[src/rtl/dcache_ahb_controller.sv]
`default_nettype none
// ============================================================================
// Module   : dcache_ahb_controller
// Purpose  : Data-cache line-transfer engine on the M port of the AHB arbiter.
//            Writes back a dirty 4-word victim line, then fills the missing
//            4-word line critical-word-first as a pipelined AHB-Lite master.
// Revision : 1.0  initial release
// ============================================================================
module dcache_ahb_controller (
  input  logic         clk,
  input  logic         reset,
  input  logic         MissM,
  input  logic         DirtyM,
  input  logic [31:0]  FillAddr,
  input  logic [31:0]  WBAddr,
  input  logic [127:0] WBData,
  input  logic         HReadyM,
  input  logic [31:0]  HRData,
  output logic         HRequestM,
  output logic         HWriteM,
  output logic [2:0]   HSizeM,
  output logic [31:0]  HAddrM,
  output logic [31:0]  HWDataM,
  output logic         FillWE,
  output logic [1:0]   FillWordSel,
  output logic [31:0]  FillData,
  output logic         Busy,
  output logic         Done
);

  localparam logic [2:0] C_HSIZE_WORD = 3'b010;

  typedef enum logic [1:0] {
    S_IDLE = 2'd0,
    S_WB   = 2'd1,
    S_FILL = 2'd2,
    S_DONE = 2'd3
  } state_t;

  state_t         state_q, state_d;
  logic [2:0]     ac_q, ac_d;          // address phases issued
  logic [2:0]     dc_q, dc_d;          // data phases completed
  logic           dpend_q, dpend_d;    // a data phase is outstanding
  logic [27:0]    fill_line_q, fill_line_d;
  logic [1:0]     crit_q, crit_d;
  logic [27:0]    wb_line_q, wb_line_d;
  logic [127:0]   wb_data_q, wb_data_d;

  logic           w_xfer;
  logic           w_addr_req;
  logic           w_addr_acc;
  logic           w_data_done;
  logic [1:0]     w_fill_idx_a;
  logic [1:0]     w_fill_idx_d;
  logic [31:0]    w_wb_word;
  logic           w_unused;

  // Word-offset and victim low bits are never used by a line transfer.
  assign w_unused = ^{FillAddr[1:0], WBAddr[3:0]};

  // Bus handshake qualifiers shared by the next-state and output logic.
  always_comb begin
    w_xfer       = (state_q == S_WB) || (state_q == S_FILL);
    w_addr_req   = w_xfer && !ac_q[2];
    w_addr_acc   = w_addr_req && HReadyM;
    w_data_done  = w_xfer && dpend_q && HReadyM;
    w_fill_idx_a = crit_q + ac_q[1:0];
    w_fill_idx_d = crit_q + dc_q[1:0];
    w_wb_word    = wb_data_q[{dc_q[1:0], 5'b00000} +: 32];
  end

  // State and counter register; reset aborts any transfer immediately.
  always_ff @(posedge clk or posedge reset) begin
    if (reset) begin
      state_q     <= S_IDLE;
      ac_q        <= 3'd0;
      dc_q        <= 3'd0;
      dpend_q     <= 1'b0;
      fill_line_q <= 28'd0;
      crit_q      <= 2'd0;
      wb_line_q   <= 28'd0;
      wb_data_q   <= 128'd0;
    end else begin
      state_q     <= state_d;
      ac_q        <= ac_d;
      dc_q        <= dc_d;
      dpend_q     <= dpend_d;
      fill_line_q <= fill_line_d;
      crit_q      <= crit_d;
      wb_line_q   <= wb_line_d;
      wb_data_q   <= wb_data_d;
    end
  end

  // Next-state: capture on a miss, then advance address/data counters.
  always_comb begin
    state_d     = state_q;
    ac_d        = ac_q;
    dc_d        = dc_q;
    dpend_d     = dpend_q;
    fill_line_d = fill_line_q;
    crit_d      = crit_q;
    wb_line_d   = wb_line_q;
    wb_data_d   = wb_data_q;
    case (state_q)
      S_IDLE: begin
        if (MissM) begin
          fill_line_d = FillAddr[31:4];
          crit_d      = FillAddr[3:2];
          wb_line_d   = WBAddr[31:4];
          wb_data_d   = WBData;
          state_d     = DirtyM ? S_WB : S_FILL;
          ac_d        = 3'd0;
          dc_d        = 3'd0;
          dpend_d     = 1'b0;
        end
      end
      S_WB, S_FILL: begin
        if (w_addr_acc) begin
          ac_d = ac_q + 3'd1;
        end
        if (w_addr_acc) begin
          dpend_d = 1'b1;
        end else if (w_data_done) begin
          dpend_d = 1'b0;
        end
        if (w_data_done) begin
          dc_d = dc_q + 3'd1;
          // Last data phase of the line: the next phase starts clean, so the
          // first fill address never overlaps the last write data phase.
          if (dc_q == 3'd3) begin
            if (state_q == S_WB) begin
              state_d = S_FILL;
              ac_d    = 3'd0;
              dc_d    = 3'd0;
              dpend_d = 1'b0;
            end else begin
              state_d = S_DONE;
            end
          end
        end
      end
      S_DONE: begin
        state_d = S_IDLE;
      end
      default: begin
        state_d = S_IDLE;
      end
    endcase
  end

  // Bus and cache outputs, decoded from registered state plus HReadyM/HRData.
  always_comb begin
    HRequestM   = 1'b0;
    HWriteM     = 1'b0;
    HSizeM      = C_HSIZE_WORD;
    HAddrM      = 32'd0;
    HWDataM     = 32'd0;
    FillWE      = 1'b0;
    FillWordSel = 2'd0;
    FillData    = 32'd0;
    Busy        = (state_q != S_IDLE);
    Done        = (state_q == S_DONE);
    case (state_q)
      S_WB: begin
        HRequestM = w_addr_req;
        HWriteM   = 1'b1;
        HAddrM    = {wb_line_q, ac_q[1:0], 2'b00};
        HWDataM   = dpend_q ? w_wb_word : 32'd0;
      end
      S_FILL: begin
        HRequestM = w_addr_req;
        HAddrM    = {fill_line_q, w_fill_idx_a, 2'b00};
        if (w_data_done) begin
          FillWE      = 1'b1;
          FillWordSel = w_fill_idx_d;
          FillData    = HRData;
        end
      end
      default: begin
      end
    endcase
  end

endmodule
`default_nettype wire

[config.mk]
export PLATFORM = sky130hd
export DESIGN_NAME = dcache_ahb_controller
export DESIGN_NICKNAME = d
export VERILOG_FILES = /design/src/rtl/dcache_ahb_controller.sv
export SDC_FILE = /design/constraint.sdc
export NUM_CORES = 1
export LEC_CHECK = 0
export ABC_AREA = 1
export CORE_UTILIZATION = 51
export CTS_BUF_LIST = sky130_fd_sc_hd__clkbuf_4
export CTS_CLUSTER_SIZE = 20
export DETAILED_ROUTE_END_ITERATION = 8
export PLACE_DENSITY = 0.88
export SYNTH_ARGS = -nofsm -noshare
export SYNTH_HDL_FRONTEND = slang
export SYNTH_SLANG_ARGS = --single-unit
[constraint.sdc]
create_clock -name clk -period 16.4 [get_ports clk]
set_input_delay 4.1 -clock clk [delete_from_list [all_inputs] [get_ports clk]]
set_output_delay 4.1 -clock clk [all_outputs]
set_load 0.03 [all_outputs]
==> metrics.txt, run 1 <==
vias=approximately 8000; Layout Area Growth over Synthesis=35.4%; largest net degree at the start of global routing=around 130; pin slew with the least headroom to its limit=~1.2 ns; max-cap violation count=0; Pwr Total=2300 uW; adder-cell share of the synthesized area=approximately 1.1%; main combinational cell family by area after synthesis=multiplexers; Leakage=about 0.0065 uW; Clock Skew=~0.027 ns; hpwl dp=19.9 mm; Die Wd=around 140 um; Worst Hold Launch=wb_data_q[42]$_DFFE_PP0P_; mux share of post-synthesis cell area=between 10% and 20%; Worst path most repeated cell=clkdlybuf4s50_1; I/O Buffers=323; register area share after synthesis=slightly below 50%; Core Area=19000 um2; Synth Area in XOR/XNOR=less than 1%; Max-slew headroom=a little over a fifth; FF+latch count, synth=195; detailed-route DRC error count=0; Synth Warn #=0; Worst Hold Margin=0.522 ns; Avg Inst Size Synth=around 9.4 um2; Slew Viols, Final=0; Synth area leaders=dfrtp_1 (49%), mux2_4 (18%), nand2_1 (6.7%); Root Driver=clkbuf_4; vias in the first global route=between 8000 and 9000; Post-CTS Setup Inserts=0; CP startpoint kind=primary input; Sink Count=just under 200; simple-gate share of the synthesized area=14.8%; Placer Congestion=a little under 0.9; fmax=about 0.095 GHz; final core occ=71.6%; initial antenna violation count=2; NumNets Final=~1600; kind of critical path=in -> out; H-tree levels=4; post-synth top area share=48.7%; cts bufs inserted=17; Period minus WS final=between 10 and 15 ns; VDD IR max=0.101 mV; CTS Hold Buffers Added=0; worst path required time=around 12 ns; Setup TNS=0 ns; reg2reg end=wb_data_q[123]$_DFFE_PP0P_; pwr dens=about 170 nW/um2; Largest stage delay, worst path=just over 0.7 ns; initial drt markers=a little under 500; WL/cell=~17 um; Synth Area in Compound Gates=under 10%; worst reg2reg path depth=6; initial core utilization=a little over half; Syn Inst Count=1061; Post-DRT Antenna Nets=0; Yosys top cell by area=dfrtp_1; hold path endpoint=wb_data_q[42]$_DFFE_PP0P_; Synth Flop Type=dfrtp_1; DR vias/cell=5.06; Reg2Reg Setup Slack=approximately 13 ns; GR Overflow Total=0; critical path arrival=about 6.5 ns; status=completed; Post-synth EDFFs=0; RSZ-0062 raised after global routing=false; final wirelength=28.0 mm; Clock Latency Late Sink=0.58 ns; crit-path cells=clkdlybuf4s50_1 -> nand3_1 -> inv_1 -> nand2_1 -> nor2_1 -> clkdlybuf4s50_1; Fin. Hold Viols=0; CP max-delay cell=clkdlybuf4s50_1; Yosys cell types=23; R2R Path Start=state_q[0]$_DFFE_PP0P_; DIE AREA=20200 um2; Setup Viol. Count Final=0; top-count cell post-synth=dfrtp_1; 1st-pass router iterations=5; CP max FO=35; gr usage total=roughly 28%; Tcrit/Tclk final=64.5%; Post-synth ARST share=100%; Synth top cells by count=dfrtp_1 (195), nand2_1 (180), nor2_1 (166); I/O pin total=about 340; WHS Path Cells=2; Row Count=50; clk buf depth=2; CP endpoint kind=output port; die height=142 um; CTS clock-pin slew for the worst setup and hold paths=roughly 0.13 ns; mapped cell area=roughly 10000 um2; layout cells sized above 1=roughly an eighth; CTS tree=built; Hold Path Class=reg -> reg; first-pass GRT wire length=between 40 and 50 mm; Post-CTS Resized=0
## registers in the layout, summed over array words and instances (netlist names)
signal,flops
crit_q,2
dpend_q,1
wb_data_q,128
dc_q,3
wb_line_q,28
ac_q,3
fill_line_q,28
state_q,2
## routing by layer
layer	vias up	part of all wire (%)	track usage [%]
met1	3877	39	33.0
li1	3935	-	-
met4	0	3.9	12.9
met5	-	0	0
met2	330	50	48.1
met3	60	7.1	6.90
## where the power goes
part           switching (uW)  internal (uW)  total [uW]
logic                     631            545        1180
clock network             173            110         283
registers                 128            717         846
## cells in the final DEF, fill, tap and decap left out, types with 2 or more instances in the layout
cell	synthesis	routed
a21oi_1	129	129
buf_4	7	8
bufinv_16	0	3
clkbuf_4	0	17
clkdlybuf4s50_1	0	323
clkinv_4	0	2
conb_1	2	5
dfrtp_1	195	194
diode_2	0	2
ha_1	9	9
inv_1	117	116
inv_2	2	2
inv_6	0	5
inv_8	0	3
mux2_4	119	119
nand2_1	180	180
nand3_1	30	30
nand4_1	2	2
nor2_1	166	166
o211ai_1	15	15
o21ai_0	18	18
o21ai_1	3	3
## cells by family (layout without fill, tap and decap cells)
group,count (synthesis),after routing
buffers and inverters,188,482
AOI/OAI and AO/OA,166,166
muxes,119,119
and+or+nand+nor,381,381
adders and majority gates,9,9
xor gates and xnor gates,1,1
DFF,195,195
other,2,7
## worst max-delay path: cells and delay by family
family | cells | cell delay [ns]
simple gates | 3 | 1.07
buf+inv | 3 | 1.28
## layout make-up
type                            count  area, um2
Fill cell                        1392       5390
Sequential cell                   195       4880
Multi-Input combinational cell    681       4290
Timing Repair Buffer              331       3290
Inverter                          119        454
Tap cell                          260        325
Clock inverter                     15        190
Clock buffer                       17        128
Antenna cell                        2       5.00
## worst max path at each step
stage / end / cells past startpoint / slack (ns) / start
after global routing: FillData[13] / 6 / 5.62 / HReadyM
after floorplan: ac_q[0]$_DFFE_PP0P_ / 1 / 6.99 / reset
after global placement: FillData[24] / 6 / 5.89 / HReadyM
after CTS: FillData[24] / 6 / 5.82 / HReadyM
final: FillData[24] / 6 / 5.83 / HReadyM
after detailed placement: FillData[24] / 6 / 5.83 / HReadyM
## through the flow
stage | setup slack [ns] | cell area [um2] | std cells
3_3_place_gp | 5.89 | 13200 | 1586
4_1_cts | 5.82 | 13600 | 1618
5_1_grt | 5.62 | 13600 | 1620
2_1_floorplan | 6.99 | 10000 | 1064
6_report | 5.83 | 13600 | 1620
3_5_place_dp | 5.83 | 13200 | 1586
Note: power is estimated with default switching activity, not from simulation.
==> inputs of run 2 (changes only) <==
Settings changed: CORE_UTILIZATION 51 to 48, PLACE_DENSITY 0.88 to 0.83.
Clock period 16.4 ns to 9.94 ns, I/O delays scaled along.
==> metrics.txt, run 2 (same netlist as run 1, synthesis figures left out) <==
status=completed; CP Launch Point=HReadyM; I/O Buffers=between 300 and 400; Setup TNS=0 ns; largest net degree at the start of global routing=187; Post-CTS Setup Inserts=0; number of fill cells=1600; gr usage total=between 20% and 30%; CP max-delay cell=clkdlybuf4s50_1; Period minus WS final=around 7.4 ns; WP buf/inv=3; Core Area=~20000 um2; Worst Hold Margin=between 0.5 and 0.6 ns; Switching Fraction=roughly 41%; Layout Area Growth over Synthesis=35.4%; I/O pin total=approximately 340; initial antenna violation count=5; Int Pwr=2250 uW; NetSw=roughly 1500 uW; initial drt markers=~560; Slew Viols, Final=0; crit-path cells=clkdlybuf4s50_1 -> nand3_1 -> inv_1 -> nand2_1 -> nor2_1 -> clkdlybuf4s50_1; Placer Congestion=~0.84; fmax=around 0.14 GHz; layout cells sized above 1=12.2%; die height=between 100 and 150 um; pwr dens=278 nW/um2; Post-CTS Resized=0; cts bufs inserted=17; vias in the first global route=~8100; RSZ-0062 raised after global routing=false; first-pass GRT wire length=43.1 mm; VDD IR max=approximately 0.17 mV; max-cap violation count=0; DIE AREA=21500 um2; kind of critical path=in -> out; Largest stage delay, worst path=slightly above 0.7 ns; Setup Viol. Count Final=0; reg2reg end=wb_data_q[116]$_DFFE_PP0P_; Fin. Hold Viols=0; Worst path most repeated cell=clkdlybuf4s50_1; R2R Path Start=state_q[0]$_DFFE_PP0P_; final wirelength=around 27 mm; CTS Hold Buffers Added=0; CTS tree=built; Root Driver=clkbuf_4; Pwr Total=around 3800 uW; Clock Skew=approximately 0.025 ns; Die Wd=roughly 150 um; Design Area, Final=between 10000 and 15000 um2; WL/cell=between 15 and 20 um; Top reg by flops=wb_data_q; most frequent cells in the layout=clkdlybuf4s50_1 (323), dfrtp_1 (194), nand2_1 (180), nor2_1 (166), a21oi_1 (129); Max-slew headroom=22.1%; hpwl dp=19.1 mm; H-tree levels=4; GR Overflow Total=0; initial core utilization=roughly half; register share of total power=between 30% and 40%; CP max FO=35; max reg flops=between 100 and 150; PnR worst setup slack=between 2 and 3 ns; vias=just over 8000; combinational share of power=approximately 50%; Crit. path cell count=6; Clock power frac=a little under an eighth; Post-DRT Antenna Nets=0; CP startpoint kind=primary input; Sink Count=slightly below 200; detailed-route DRC error count=0; dpl ws=between 2 and 3 ns; WHS Path Cells=1; Clock Latency Late Sink=roughly 0.56 ns; placed instance area=13300 um2; Row Count=52; Tcrit/Tclk final=roughly three quarters; clk buf depth=2; DR vias/cell=roughly 5.0; critical path arrival=roughly 4.9 ns; largest delay contributor family on the critical path=buffers and inverters; most common cell after layout, fill and taps aside=clkdlybuf4s50_1; worst path required time=between 7 and 8 ns; 1st-pass router iterations=5; Reg2Reg Setup Slack=just over 7 ns; NumNets Final=between 1500 and 2000; Worst setup endpoint=FillData[8]; Hold Path Class=reg -> reg; Largest regs=wb_data_q: 128 flops, fill_line_q: 28 flops, wb_line_q: 28 flops; CTS clock-pin slew for the worst setup and hold paths=between 0.15 and 0.2 ns; worst reg2reg path depth=5; pin slew with the least headroom to its limit=between 1 and 1.5 ns; CP endpoint kind=output port; Leakage=0.00650 uW
## run 2: through the flow
step	cells	util [%]
after floorplan	1064	-
after global placement	1596	65.2
after detailed placement	1596	65.2
after CTS	1628	66.6
after global routing	1633	66.7
final	1633	66.7
## run 2: cell type report
type / instances / area (um2) / area share, %
antenna: 5 / 12.5 / 0.0922
sequential: 195 / 4880 / 36.0
clock buffer: 19 / 143 / 1.05
clock inverter: 13 / 149 / 1.10
tap: 270 / 338 / 2.49
timing repair buffer: 331 / 3310 / 24.4
multi-input combinational: 681 / 4290 / 31.6
inverter: 119 / 454 / 3.35
## run 2: power groups by stage
stage	sequential, uW	combinational [uW]	clock [uW]
5_1_grt	1430	2110	487
3_5_place_dp	1400	1940	0
4_1_cts	1390	1950	456
6_report	1390	1940	442
2_1_floorplan	1340	1450	0
3_3_place_gp	1380	1890	0
## run 2: layer usage
layer | GRT usage [%] | part of all wire [%]
met5 | 0 | 0
met4 | 9.64 | 2.5
met3 | 6.47 | 6.4
met2 | 44.3 | 50
met1 | 31.1 | 41
## run 2: worst min-delay path by stage
stage / from / end / slack [ns]
detailed placement: fill_line_q[9]$_DFFE_PP0P_ / fill_line_q[9]$_DFFE_PP0P_ / 0.49
CTS: wb_data_q[42]$_DFFE_PP0P_ / wb_data_q[42]$_DFFE_PP0P_ / 0.53
global placement: wb_data_q[123]$_DFFE_PP0P_ / wb_data_q[123]$_DFFE_PP0P_ / 0.49
floorplan: dc_q[2]$_DFFE_PP0P_ / dc_q[2]$_DFFE_PP0P_ / 0.47
finish: wb_data_q[123]$_DFFE_PP0P_ / wb_data_q[123]$_DFFE_PP0P_ / 0.52
global route: wb_data_q[42]$_DFFE_PP0P_ / wb_data_q[42]$_DFFE_PP0P_ / 0.54
## run 2: worst reg2reg max path, cell delays in order, from the launching register on
cell and delay (ns):
dfrtp_1 0.44, inv_1 0.11, ha_1 0.30, nand2_8 0.53
buf_12 0.73, mux2_4 0.52
==> inputs of run 3 (changes only) <==
Clock period 9.94 ns to 7.16 ns, I/O delays scaled along.
==> metrics.txt, run 3 (same netlist as run 1, synthesis figures left out) <==
status=completed; Post-CTS Setup Inserts=0; initial drt markers=about 410; hpwl dp=about 19 mm; clk buf depth=2; Clock Latency Late Sink=~0.57 ns; NumNets Final=around 1600; vias in the first global route=between 8000 and 9000; WL/cell=between 15 and 20 um; first-pass GRT wire length=about 43 mm; worst path required time=roughly 5.4 ns; 1st-pass router iterations=5; Setup Viol. Count Final=0; die height=~150 um; CTS Hold Buffers Added=0; Core Area=between 20000 and 25000 um2; Sink Count=approximately 200; routed length on met2=about 13 mm; H-tree levels=4; largest net degree at the start of global routing=approximately 150; layout cells sized above 1=12.2%; DIE AREA=between 20000 and 25000 um2; Period minus WS final=6.03 ns; Max-slew headroom=about 23%; Hold Path Class=reg -> reg; Leakage=about 0.0065 uW; M1 wire length=11.0 mm; DR vias/cell=about 5.0; fmax=roughly 0.17 GHz; CTS clock-pin slew for the worst setup and hold paths=0.13 ns; kind of critical path=in -> out; Post-DRT Antenna Nets=0; gr usage total=between 20% and 30%; pin slew with the least headroom to its limit=1.16 ns; Post-CTS Resized=0; placed instance area=approximately 13000 um2; initial antenna violation count=3; Placer Congestion=~0.86; Clock Skew=roughly 0.023 ns; max-cap violation count=0; I/O pin total=~340; CP startpoint kind=primary input; vias=around 8000; post-route insts no fill=1633; VDD IR max=between 0.2 and 0.25 mV; Row Count=52; CP max FO=35; cts bufs inserted=17; top layer in use=met4; Design Area, Final=roughly 14000 um2; Die Wd=between 100 and 150 um; detailed-route DRC error count=0; Slew Viols, Final=0; Layout Area Growth over Synthesis=35.3%; max reg flops=128; most frequent cells in the layout=clkdlybuf4s50_1 (323), dfrtp_1 (194), nand2_1 (180), nor2_1 (166), a21oi_1 (129); final wirelength=26.9 mm; GR Overflow Total=0; Largest regs=wb_data_q: 128 flops, fill_line_q: 28 flops, wb_line_q: 28 flops; met3 WL post-DR=1.90 mm; I/O Buffers=approximately 320; placed cells=between 1500 and 2000; CTS tree=built; pwr dens=around 380 nW/um2; Worst Hold Margin=around 0.52 ns; Root Driver=clkbuf_4; Tcrit/Tclk final=between 80% and 90%; most common cell after layout, fill and taps aside=clkdlybuf4s50_1; number of fill cells=~1600; CP endpoint kind=output port; RSZ-0062 raised after global routing=false; Top reg by flops=wb_data_q; Fin. Hold Viols=0; critical path arrival=approximately 4.2 ns; initial core utilization=49.2%; Setup TNS=0 ns
run 3: changes by cell type in the layout (fill, tap and decap cells not counted), sizes merged:
cell	before	now
buf	8	10
clkbuf	19	17
diode	5	3
bufinv	2	1
clkinv	2	3
clkinvlp	4	5
inv	124	125
run 3: critical path: stages:
cell and delay, ns:
clkdlybuf4s50_1 0.52, nand3_1 0.11, inv_1 0.08, nand2_1 0.63, nor2_1 0.38, clkdlybuf4s50_1 0.72
run 3: report_power, final:
part	switching, uW	internal [uW]
clock	407	182
combinational	1430	1260
sequential	284	1640
run 3: metrics by stage:
stage / worst slack, ns / util (%) / total power [uW]
after global routing: 0.976 / 66.6 / 5580
after global placement: 1.29 / 65.2 / 4550
final: 1.13 / 66.6 / 5200
after detailed placement: 1.14 / 65.2 / 4640
after CTS: 1.14 / 66.5 / 5240
after floorplan: 0.0578 / - / 3870
run 3: worst paths after layout:
check / startpoint / to / slack, ns / cells past startpoint
max: HReadyM / FillWordSel[0] / 1.13 / 6
min: wb_data_q[127]$_DFFE_PP0P_ / wb_data_q[127]$_DFFE_PP0P_ / 0.52 / 1
max reg2reg: state_q[0]$_DFFE_PP0P_ / wb_data_q[116]$_DFFE_PP0P_ / 4.35 / 5
min reg2reg: wb_data_q[127]$_DFFE_PP0P_ / wb_data_q[127]$_DFFE_PP0P_ / 0.52 / 1
max in group asynchronous: reset / wb_data_q[84]$_DFFE_PP0P_ / 4.04 / 3
min in group asynchronous: reset / wb_line_q[24]$_DFFE_PP0P_ / 1.83 / 2
run 3: metal layers:
layer / GRT usage (%) / vias to the layer above
met5: 0 / -
met4: 10.3 / 0
met3: 6.97 / 50
met2: 43.3 / 314
met1: 31.3 / 3838
li1: - / 3934
run 3: final cells by class:
class,instances,area [um2],area share (%)
Antenna cell,3,7.51,0.0554
Clock buffer,17,128,0.941
Inverter,119,454,3.35
Sequential cell,195,4880,36.0
Multi-Input combinational cell,681,4290,31.7
Tap cell,270,338,2.49
Timing Repair Buffer,333,3310,24.4
Clock inverter,15,148,1.09
